<file path="src/rtl/udp_axis_pkg.sv">
// Shared types for the byte-stream arbiter and its neighbours on the
// SRIO/UDP bridge path. The package provides the arbiter state enum and the
// pad byte that is emitted on a stall timeout.
package udp_axis_pkg;

  typedef enum logic [1:0] {
    IDLE  = 2'd0,
    PASS  = 2'd1,
    FLUSH = 2'd2
  } arb_state_t;

  localparam logic [7:0] PAD_BYTE = 8'h00;

endpackage : udp_axis_pkg

</file>
<file path="src/rtl/rr_pick.sv">
// Combinational rotate-priority encoder. It grants the first set bit of req,
// searching from index ptr upward and wrapping modulo N.
module rr_pick #(
  parameter int N = 4,
  parameter int W = $clog2(N)
) (
  input  logic [N-1:0] req,
  input  logic [W-1:0] ptr,
  output logic [W-1:0] gnt_id,
  output logic         gnt_any
);

  // The search walks offsets from farthest to nearest, so the requester
  // nearest to ptr overwrites all the others.
  always_comb begin
    logic [W-1:0] idx;
    idx     = '0;
    gnt_id  = '0;
    gnt_any = |req;
    for (int k = N - 1; k >= 0; k--) begin
      idx    = W'((int'(ptr) + k) % N);
      gnt_id = req[idx] ? idx : gnt_id;
    end
  end

endmodule : rr_pick

</file>
<file path="src/rtl/axis8_pkt_arbiter.sv">
// axis8_pkt_arbiter: packet-granular round-robin arbiter onto one 8-bit
// AXI-Stream byte path. The arbiter holds a grant for a whole packet. When a
// packet reaches MAX_PKT_LEN bytes it forces tlast and then drains the rest of
// that source packet.
// Optional feature macro: ARB_STALL_TIMEOUT_EN. When this macro is defined and
// the granted source stalls for TIMEOUT_CYC cycles, the arbiter ends the
// packet with a pad byte. It then drains the rest of that source packet.
module axis8_pkt_arbiter
  import udp_axis_pkg::*;
#(
  parameter int N_SRC       = 4,
  parameter int MAX_PKT_LEN = 1500,
  parameter int LEN_W       = 11,
  parameter int TIMEOUT_CYC = 256,
  parameter int SRC_W       = $clog2(N_SRC)
) (
  input  logic               clk,
  input  logic               reset,
  input  logic [N_SRC*8-1:0] s_tdata,
  input  logic [N_SRC-1:0]   s_tvalid,
  input  logic [N_SRC-1:0]   s_tlast,
  output logic [N_SRC-1:0]   s_tready,
  output logic [7:0]         m_tdata,
  output logic               m_tvalid,
  output logic               m_tlast,
  input  logic               m_tready,
  output logic [SRC_W-1:0]   m_tsrc,
  output logic               grant_active,
  output logic               pkt_trunc
);

  arb_state_t       state_q, state_d;
  logic [SRC_W-1:0] src_q, src_d;
  logic [SRC_W-1:0] ptr_q, ptr_d;
  logic [LEN_W-1:0] cnt_q, cnt_d;

  logic [SRC_W-1:0] gnt_id_s;
  logic             gnt_any_s;
  logic [7:0]       sel_data_s;
  logic             sel_valid_s;
  logic             sel_last_s;
  logic             at_max_s;
  logic             pad_active_s;
  logic             xfer_s;
  logic [SRC_W-1:0] ptr_next_s;

  rr_pick #(
    .N (N_SRC),
    .W (SRC_W)
  ) u_rr_pick (
    .req     (s_tvalid),
    .ptr     (ptr_q),
    .gnt_id  (gnt_id_s),
    .gnt_any (gnt_any_s)
  );

  // This block selects the data and control of the granted source. It is
  // zero-latency because the path has no buffering.
  always_comb begin
    sel_data_s  = s_tdata[{src_q, 3'b000} +: 8];
    sel_valid_s = s_tvalid[src_q];
    sel_last_s  = s_tlast[src_q];
  end

  assign at_max_s   = (cnt_q == LEN_W'(MAX_PKT_LEN - 1));
  assign ptr_next_s = (src_q == SRC_W'(N_SRC - 1)) ? '0 : src_q + SRC_W'(1);
  assign xfer_s     = (state_q == PASS) && !pad_active_s && sel_valid_s && m_tready;
  assign m_tsrc     = src_q;

`ifdef ARB_STALL_TIMEOUT_EN
  localparam int STALL_W = $clog2(TIMEOUT_CYC + 1);

  logic [STALL_W-1:0] stall_q, stall_d;
  logic               pad_q, pad_d;

  // This block is the stall watchdog. It counts idle cycles of the granted
  // source and arms the pad beat when the limit is reached.
  always_comb begin
    stall_d = stall_q;
    pad_d   = pad_q;
    if (state_q != PASS) begin
      stall_d = '0;
      pad_d   = 1'b0;
    end else if (pad_q) begin
      if (m_tready) begin
        pad_d   = 1'b0;
        stall_d = '0;
      end else begin
        pad_d   = 1'b1;
      end
    end else if (xfer_s) begin
      stall_d = '0;
    end else if (!sel_valid_s) begin
      if (stall_q == STALL_W'(TIMEOUT_CYC - 1)) begin
        stall_d = '0;
        pad_d   = 1'b1;
      end else begin
        stall_d = stall_q + STALL_W'(1);
      end
    end else begin
      stall_d = stall_q;
    end
  end

  // This block holds the watchdog state registers.
  always_ff @(posedge clk) begin
    if (reset) begin
      stall_q <= '0;
      pad_q   <= 1'b0;
    end else begin
      stall_q <= stall_d;
      pad_q   <= pad_d;
    end
  end

  assign pad_active_s = pad_q;
`else
  assign pad_active_s = 1'b0;
`endif

  // This block decodes the arbiter FSM. It produces the next state and the
  // output-side handshakes.
  always_comb begin
    state_d      = state_q;
    src_d        = src_q;
    ptr_d        = ptr_q;
    cnt_d        = cnt_q;
    s_tready     = '0;
    m_tdata      = 8'h00;
    m_tvalid     = 1'b0;
    m_tlast      = 1'b0;
    pkt_trunc    = 1'b0;
    grant_active = 1'b0;
    case (state_q)
      IDLE: begin
        if (gnt_any_s) begin
          src_d   = gnt_id_s;
          cnt_d   = '0;
          state_d = PASS;
        end else begin
          state_d = IDLE;
        end
      end
      PASS: begin
        grant_active = 1'b1;
        if (pad_active_s) begin
          // The pad beat stands in for the stalled source's byte and closes the packet.
          m_tdata  = PAD_BYTE;
          m_tvalid = 1'b1;
          m_tlast  = 1'b1;
          if (m_tready) begin
            pkt_trunc = 1'b1;
            cnt_d     = '0;
            state_d   = FLUSH;
          end else begin
            state_d   = PASS;
          end
        end else begin
          m_tdata          = sel_data_s;
          m_tvalid         = sel_valid_s;
          m_tlast          = sel_last_s | at_max_s;
          s_tready[src_q]  = m_tready;
          if (xfer_s) begin
            if (sel_last_s) begin
              // A source tlast is a normal end, even on the final allowed byte.
              state_d = IDLE;
              ptr_d   = ptr_next_s;
              cnt_d   = '0;
            end else if (at_max_s) begin
              pkt_trunc = 1'b1;
              cnt_d     = '0;
              state_d   = FLUSH;
            end else begin
              cnt_d     = cnt_q + LEN_W'(1);
            end
          end else begin
            state_d = PASS;
          end
        end
      end
      FLUSH: begin
        // The arbiter drops the rest of the source packet without presenting it downstream.
        s_tready[src_q] = 1'b1;
        if (sel_valid_s && sel_last_s) begin
          state_d = IDLE;
          ptr_d   = ptr_next_s;
        end else begin
          state_d = FLUSH;
        end
      end
      default: begin
        state_d = IDLE;
      end
    endcase
  end

  // This block holds the FSM, grant and byte-count registers. Reset drops any
  // grant that is in progress.
  always_ff @(posedge clk) begin
    if (reset) begin
      state_q <= IDLE;
      src_q   <= '0;
      ptr_q   <= '0;
      cnt_q   <= '0;
    end else begin
      state_q <= state_d;
      src_q   <= src_d;
      ptr_q   <= ptr_d;
      cnt_q   <= cnt_d;
    end
  end

endmodule : axis8_pkt_arbiter

</file>
<file path="config.mk">
export PLATFORM = sky130hd
export DESIGN_NAME = axis8_pkt_arbiter
export DESIGN_NICKNAME = d
export VERILOG_FILES = /design/src/rtl/udp_axis_pkg.sv /design/src/rtl/rr_pick.sv /design/src/rtl/axis8_pkt_arbiter.sv
export SDC_FILE = /design/constraint.sdc
export NUM_CORES = 1
export LEC_CHECK = 0
export ABC_CLOCK_PERIOD_IN_PS = 2300
export CAP_MARGIN = 10
export CORE_MARGIN = 1
export CORE_UTILIZATION = 30
export DETAILED_ROUTE_END_ITERATION = 6
export DONT_BUFFER_PORTS = 1
export PLACE_DENSITY = 0.55
export SLEW_MARGIN = 20
export SYNTH_ARGS = -nofsm -noshare
export SYNTH_HDL_FRONTEND = slang
export SYNTH_HIERARCHICAL = 1
export SYNTH_SLANG_ARGS = --single-unit
</file>
<file path="constraint.sdc">
create_clock -name clk -period 2.3 [get_ports clk]
set_input_delay 0.46 -clock clk [delete_from_list [all_inputs] [get_ports clk]]
set_output_delay 0.46 -clock clk [all_outputs]
set_load 0.1 [all_outputs]
</file>
Word level (Yosys, flattened, before mapping)
Cells that the tools add are included.
{ "word_totals": {"out_inout_bits": 18, "input_bits": 43, "ff_bits": 17, "elab_cells": 81} }
{ "classes": {"bitwise_logic": 2, "magnitude_cmp": 6, "n_mux": 43, "n_eq_ne": 9, "shifts": 1, "n_reduce_logical": 11, "addsub": 5} }
{ "ops": {"columns": ["cell", "count"], "rows": [
  ["$mux W11", 4],
  ["$shiftx A32 B6 Y8", 1],
  ["$mux W2", 12],
  ["$pmux W11 S2", 1],
  ["$lt A2 B3 Y1 const B", 5],
  ["$mux W1", 15],
  ["$bmux W1 S2", 6],
  ["$add A11 B1 Y11 const B", 1],
  ["$eq A11 B11 Y1 const B", 1],
  ["$mux W8", 1],
  ["$ne A2 B2 Y1 const B", 4],
  ["$pmux W4 S2", 1],
  ["$pmux W2 S3", 1],
  ["$add A2 B1 Y2 const B", 2],
  ["$add A2 B2 Y2 const B", 2],
  ["$and A4 B4 Y4", 1],
  ["$eq A2 B2 Y1 const B", 2],
  ["$logic_and A1 B1 Y1", 4],
  ["$ne A4 B4 Y1 const B", 1],
  ["$pmux W2 S2", 1],
  ["$reduce_and A4 Y1", 1],
  ["$reduce_bool A2 Y1", 2],
  ["$reduce_or A4 Y1", 1],
  ["$reduce_and A3 Y1", 1],
  ["other kinds (6)", 6]
]} }

Longest topological paths before layout
{ "logic_depth": {"depth_word": 7, "ltp_mapped": 7, "ltp_nobuf": 7} }

Hierarchy
The synthesis kept the hierarchy.
{ "modules_own_cells": {"columns": ["module", "instances", "seq_area_each_um2", "area_each_um2", "cells_each"], "rows": [
  ["axis8_pkt_arbiter", 1, 340.3, 1387.6, 152],
  ["rr_pick", 1, 0.0, 77.6, 13]
]} }

Worst setup path after synthesis
Ideal clock, no wire load.
{ "synth_path": {"path_type": "register to output", "startpoint": "register state_q[1]", "endpoint": "output port m_tlast", "n_path_buf": 2, "stages_incl_launch_ff": 6, "arrival_ns": 3.205, "path_slack_ns": -1.365, "required_time_ns": 1.840, "cell_sequence": "dfxtp_1 > inv_1 > ha_1 > clkbuf_1 > clkbuf_1 > nor2b_1"} }
{ "synth_via": {"elab_chain_cells": 2} }
{ "synth_rtl": {"columns": ["item", "line_no", "source"], "rows": [
  ["start, declared", "axis8_pkt_arbiter.sv:32", "arb_state_t state_q, state_d;"],
  ["start signal, assigned", "axis8_pkt_arbiter.sv:206", "state_q <= state_d;"],
  ["$eq A2 B1 Y1", "axis8_pkt_arbiter.sv:134", "case (state_q)"],
  ["$mux W1", "axis8_pkt_arbiter.sv:134", null],
  ["end, declared", "axis8_pkt_arbiter.sv:25", "output logic m_tlast,"]
]} }
Every way passes these cells.

Worst setup path in the final report
{ "layout_path": {"startpoint": "register src_q[0], in the netlist m_tsrc[0]", "endpoint": "output port pkt_trunc"} }
{ "layout_via": {"elab_chain_cells": 6, "word_cells_on_any_way": 9, "classes_between": "7 x mux; 2 x reduce/logical"} }
{ "layout_rtl": {"columns": ["item", "line_no", "source"], "rows": [
  ["start, declared", "axis8_pkt_arbiter.sv:33", "logic [SRC_W-1:0] src_q, src_d;"],
  ["start signal, assigned", "axis8_pkt_arbiter.sv:207", "src_q <= src_d;"],
  ["$bmux W1 S2", "axis8_pkt_arbiter.sv:61", "sel_valid_s = s_tvalid[src_q];"],
  ["$mux W1 (implied by the code)", "axis8_pkt_arbiter.sv:61", null],
  ["$logic_and A1 B1 Y1 (2 in series)", "axis8_pkt_arbiter.sv:67", "assign xfer_s = (state_q == PASS) && !pad_active_s && sel_valid_s && m_tready;"],
  ["$mux W1 *", "axis8_pkt_arbiter.sv:163", "if (xfer_s) begin"],
  ["$mux W1 *", "axis8_pkt_arbiter.sv:134", null],
  ["end, declared", "axis8_pkt_arbiter.sv:29", "output logic pkt_trunc"]
]} }
Every way passes the cells marked *; elsewhere a longest branch is shown, timed or not. The select of a mux whose other input is x is not followed.

==> flow_summary.yaml <==
run_status:
  status: "finished, violations left"
  failed_checks: "design-rule violations"
synthesis:
  syn_area_sq_mm: 0.00147
  synth_area_leader_cell: "dfxtp_1"
  yosys.area.top_type_share_pct: 23.2
  yosys_warnings: 6
  synth.area.top_cells: "dfxtp_1, mux4_2, ha_1"
  async_flop_share_pct: 0
  avgSynthCellArea_sq_um: 8.88
  synth.distinct_cells: 39
  synthFlopType: "dfxtp_1"
  synth_nets: 217
  netlist_instances: 165
  synth_edf_count: 0
  synth_seq_area_share_pct: 23.2
  synth-seq-cells: 17
clock_network:
  clkLatencyLatePin_ns: 0.25
  numCtsBuffers: 3
  cts_tree: "done"
  cts_root_buffer: "clkbuf_8"
  cts-htree-levels: 1
  cts.clk_slew.worst_paths_ns: 0.07
  cts.sinks: 17
  clock_path_buffers: 2
global_routing:
  global_route.usage.total_pct: 15.8
  grt_pass1_wl_um: 6460
  grt_pass1_vias: 1392
  grt_antenna_before_repair: 0
  overflow: 0
  grt_max_degree: 24
finish:
  layout-drive-gt1-share_pct: 33.3
  area_delta_synth_final_pct: 35.1
  design_area_sq_mm: 0.00198
  n_antenna_cell: 0
  design.final.nets: 239
route:
  wl_per_cell_um: 15.2
  wl_um: 3860
  routed_via_density: 5.45
  vias: 1379
  drcViolationCount: 2
  drt_pass1_iterations: 6
  ant_nets: 0
  drt_iter0_markers: 105
setup_path:
  crit_start: "m_tsrc[0]"
  cp_top_family: "multiplexers"
  startpoint_type: "flop"
  critPathMaxStageDelay_ns: 0.57
  cp_max_fo: 4
  slowest_stage: "mux4_2"
  end_kind: "primary output"
  cp.depth: 4
  crit_arrival_ns: 1.83
  crit_buf_inv: 1
  rr_startpoint: "m_tsrc[0]"
  crit_type: "flop to primary output"
  worstPathRequired_ns: 1.84
  path_cells: "mux4_2 -> nand3b_1 -> nor2_4 -> buf_12"
  r2r_cells: 6
timing:
  max_freq_mhz: 437
  relSlewSlack_pct: 65.6
  finalHoldViolCount: 0
  fin_crit_ns: 2.29
  setup_viol_count_final: 0
  tightestPinTransition_ns: 0.518
  final-max-slew-violation-count: 0
  rsz0062_at_grt: "true"
  post-route-period-util_pct: 99.5
  clock-skew-final_ns: 0.00152
floorplan:
  die_w_um: 71.9
  core-area_sq_mm: 0.00472
  num_rows: 25
  fp.dieH_um: 71.9
  die_area_sq_mm: 0.00517
  design.portCount: 61
  initial_core_util_pct: 31.0
placement:
  port_buffers: 0
  place.gp.congestion: 0.811
  hpwl_um: 3110
  placed_cell_area_sq_mm: 0.00189
power_and_ir_drop:
  leakagePower_nw: 0.698
  irDropWorstVdd_mv: 0.300
  p_per_area_mw_per_mm2: 618
  finalPower_mw: 1.22
worst_hold_path:
  hold-path-cell-count: 1
  min_path_type: "input pin to flop"
  hp-start: "reset"
run:
  cap_violations: 0
cells in the mapped netlist (2+ instances only):
master     n
mux2i_1    3
clkbuf_1   4
or4_1      3
o21ai_0    8
ha_1       9
nand2b_1   4
buf_1      2
or2_2      2
nor2_1    12
and3_1     6
inv_1      5
nand2_1   13
mux4_2     8
a21oi_1   14
nor2b_1    3
nand4_1    3
nand3_1    6
o32ai_1    2
dfxtp_1   17
and2_1    16
nor3_1     2
or3_1      5
mux4_1     2
metrics by stage:
stage / std cells / util, % / hold WS, ns / worst slack (ns) / setup TNS [ns]
6_report: 253 / 41.9 / 0.268 / 0.0114 / 0
3_5_place_dp: 246 / 40.0 / 0.488 / 0.0961 / 0
4_1_cts: 253 / 41.8 / 0.254 / 0.0200 / 0
5_1_grt: 253 / 41.9 / 0.257 / -0.0470 / -0.0470
2_1_floorplan: 165 / - / 0.452 / -0.0851 / -0.0864
3_3_place_gp: 246 / 40.0 / 0.471 / 0.125 / 0
state kept, by name, summed over array words and instances, names as in the netlist:
signal   flops
state_q      2
cnt_q       11
ptr_q        2
m_tsrc       2
layout make-up:
type | instances | area, sq um
multi-input combinational | 137 | 1150
sequential | 17 | 347
tap | 67 | 83.8
timing repair buffer | 23 | 339
fill | 464 | 2740
inverter | 5 | 18.8
clock buffer | 4 | 45.0
where the power goes:
| part | internal, mW | switching (mW) |
|---|---|---|
| Combinational | 0.243 | 0.429 |
| Clock | 0.123 | 0.106 |
| Sequential | 0.305 | 0.0157 |
worst paths after layout:
path               end  slack [ns]
max          pkt_trunc        0.01
min           cnt_q[6]        0.27
max reg2reg  cnt_q[10]        0.14
min reg2reg   cnt_q[1]        0.49
per-layer routing:
| layer | track usage [%] | vias up | wire (um) |
|---|---|---|---|
| li1 | - | 661 | - |
| met1 | 18.4 | 667 | 1570 |
| met2 | 29.0 | 43 | 2030 |
| met3 | 2.25 | 8 | 155 |
| met4 | 6.54 | 0 | 107 |
| met5 | 0 | - | 0 |
kinds of logic after synthesis:
group / Yosys count / synth area share, %
mux: 14 / 18.7
fa+ha+maj: 9 / 7.69
flops: 17 / 23.2
buf+inv: 11 / 2.82
compound gates: 34 / 16.1
simple gates: 80 / 31.5
cells in the final DEF, fill, tap and decap left out, drive strengths merged, types with 2 or more instances in the layout:
cell,n
nor2,12
nand2,13
or4,3
clkbuf,4
mux4,10
ha,9
nand2b,4
mux2i,3
o21ai,8
and2,16
inv,5
a211oi,2
dfxtp,17
nor3,2
nor2b,3
buf,23
o32ai,2
nand4,3
or3,5
nand3,6
a21oi,14
or2,2
and3,6
repair_timing:
item                       in CTS  in global routing
setup buffers                   3                  0
gates resized for setup         4                  2
pin swaps                       3                  1
setup endpoints to repair       2                  3
hold endpoints to repair        0                  0
hold buffers                    0                  0
(Power assumes the default switching activity.)
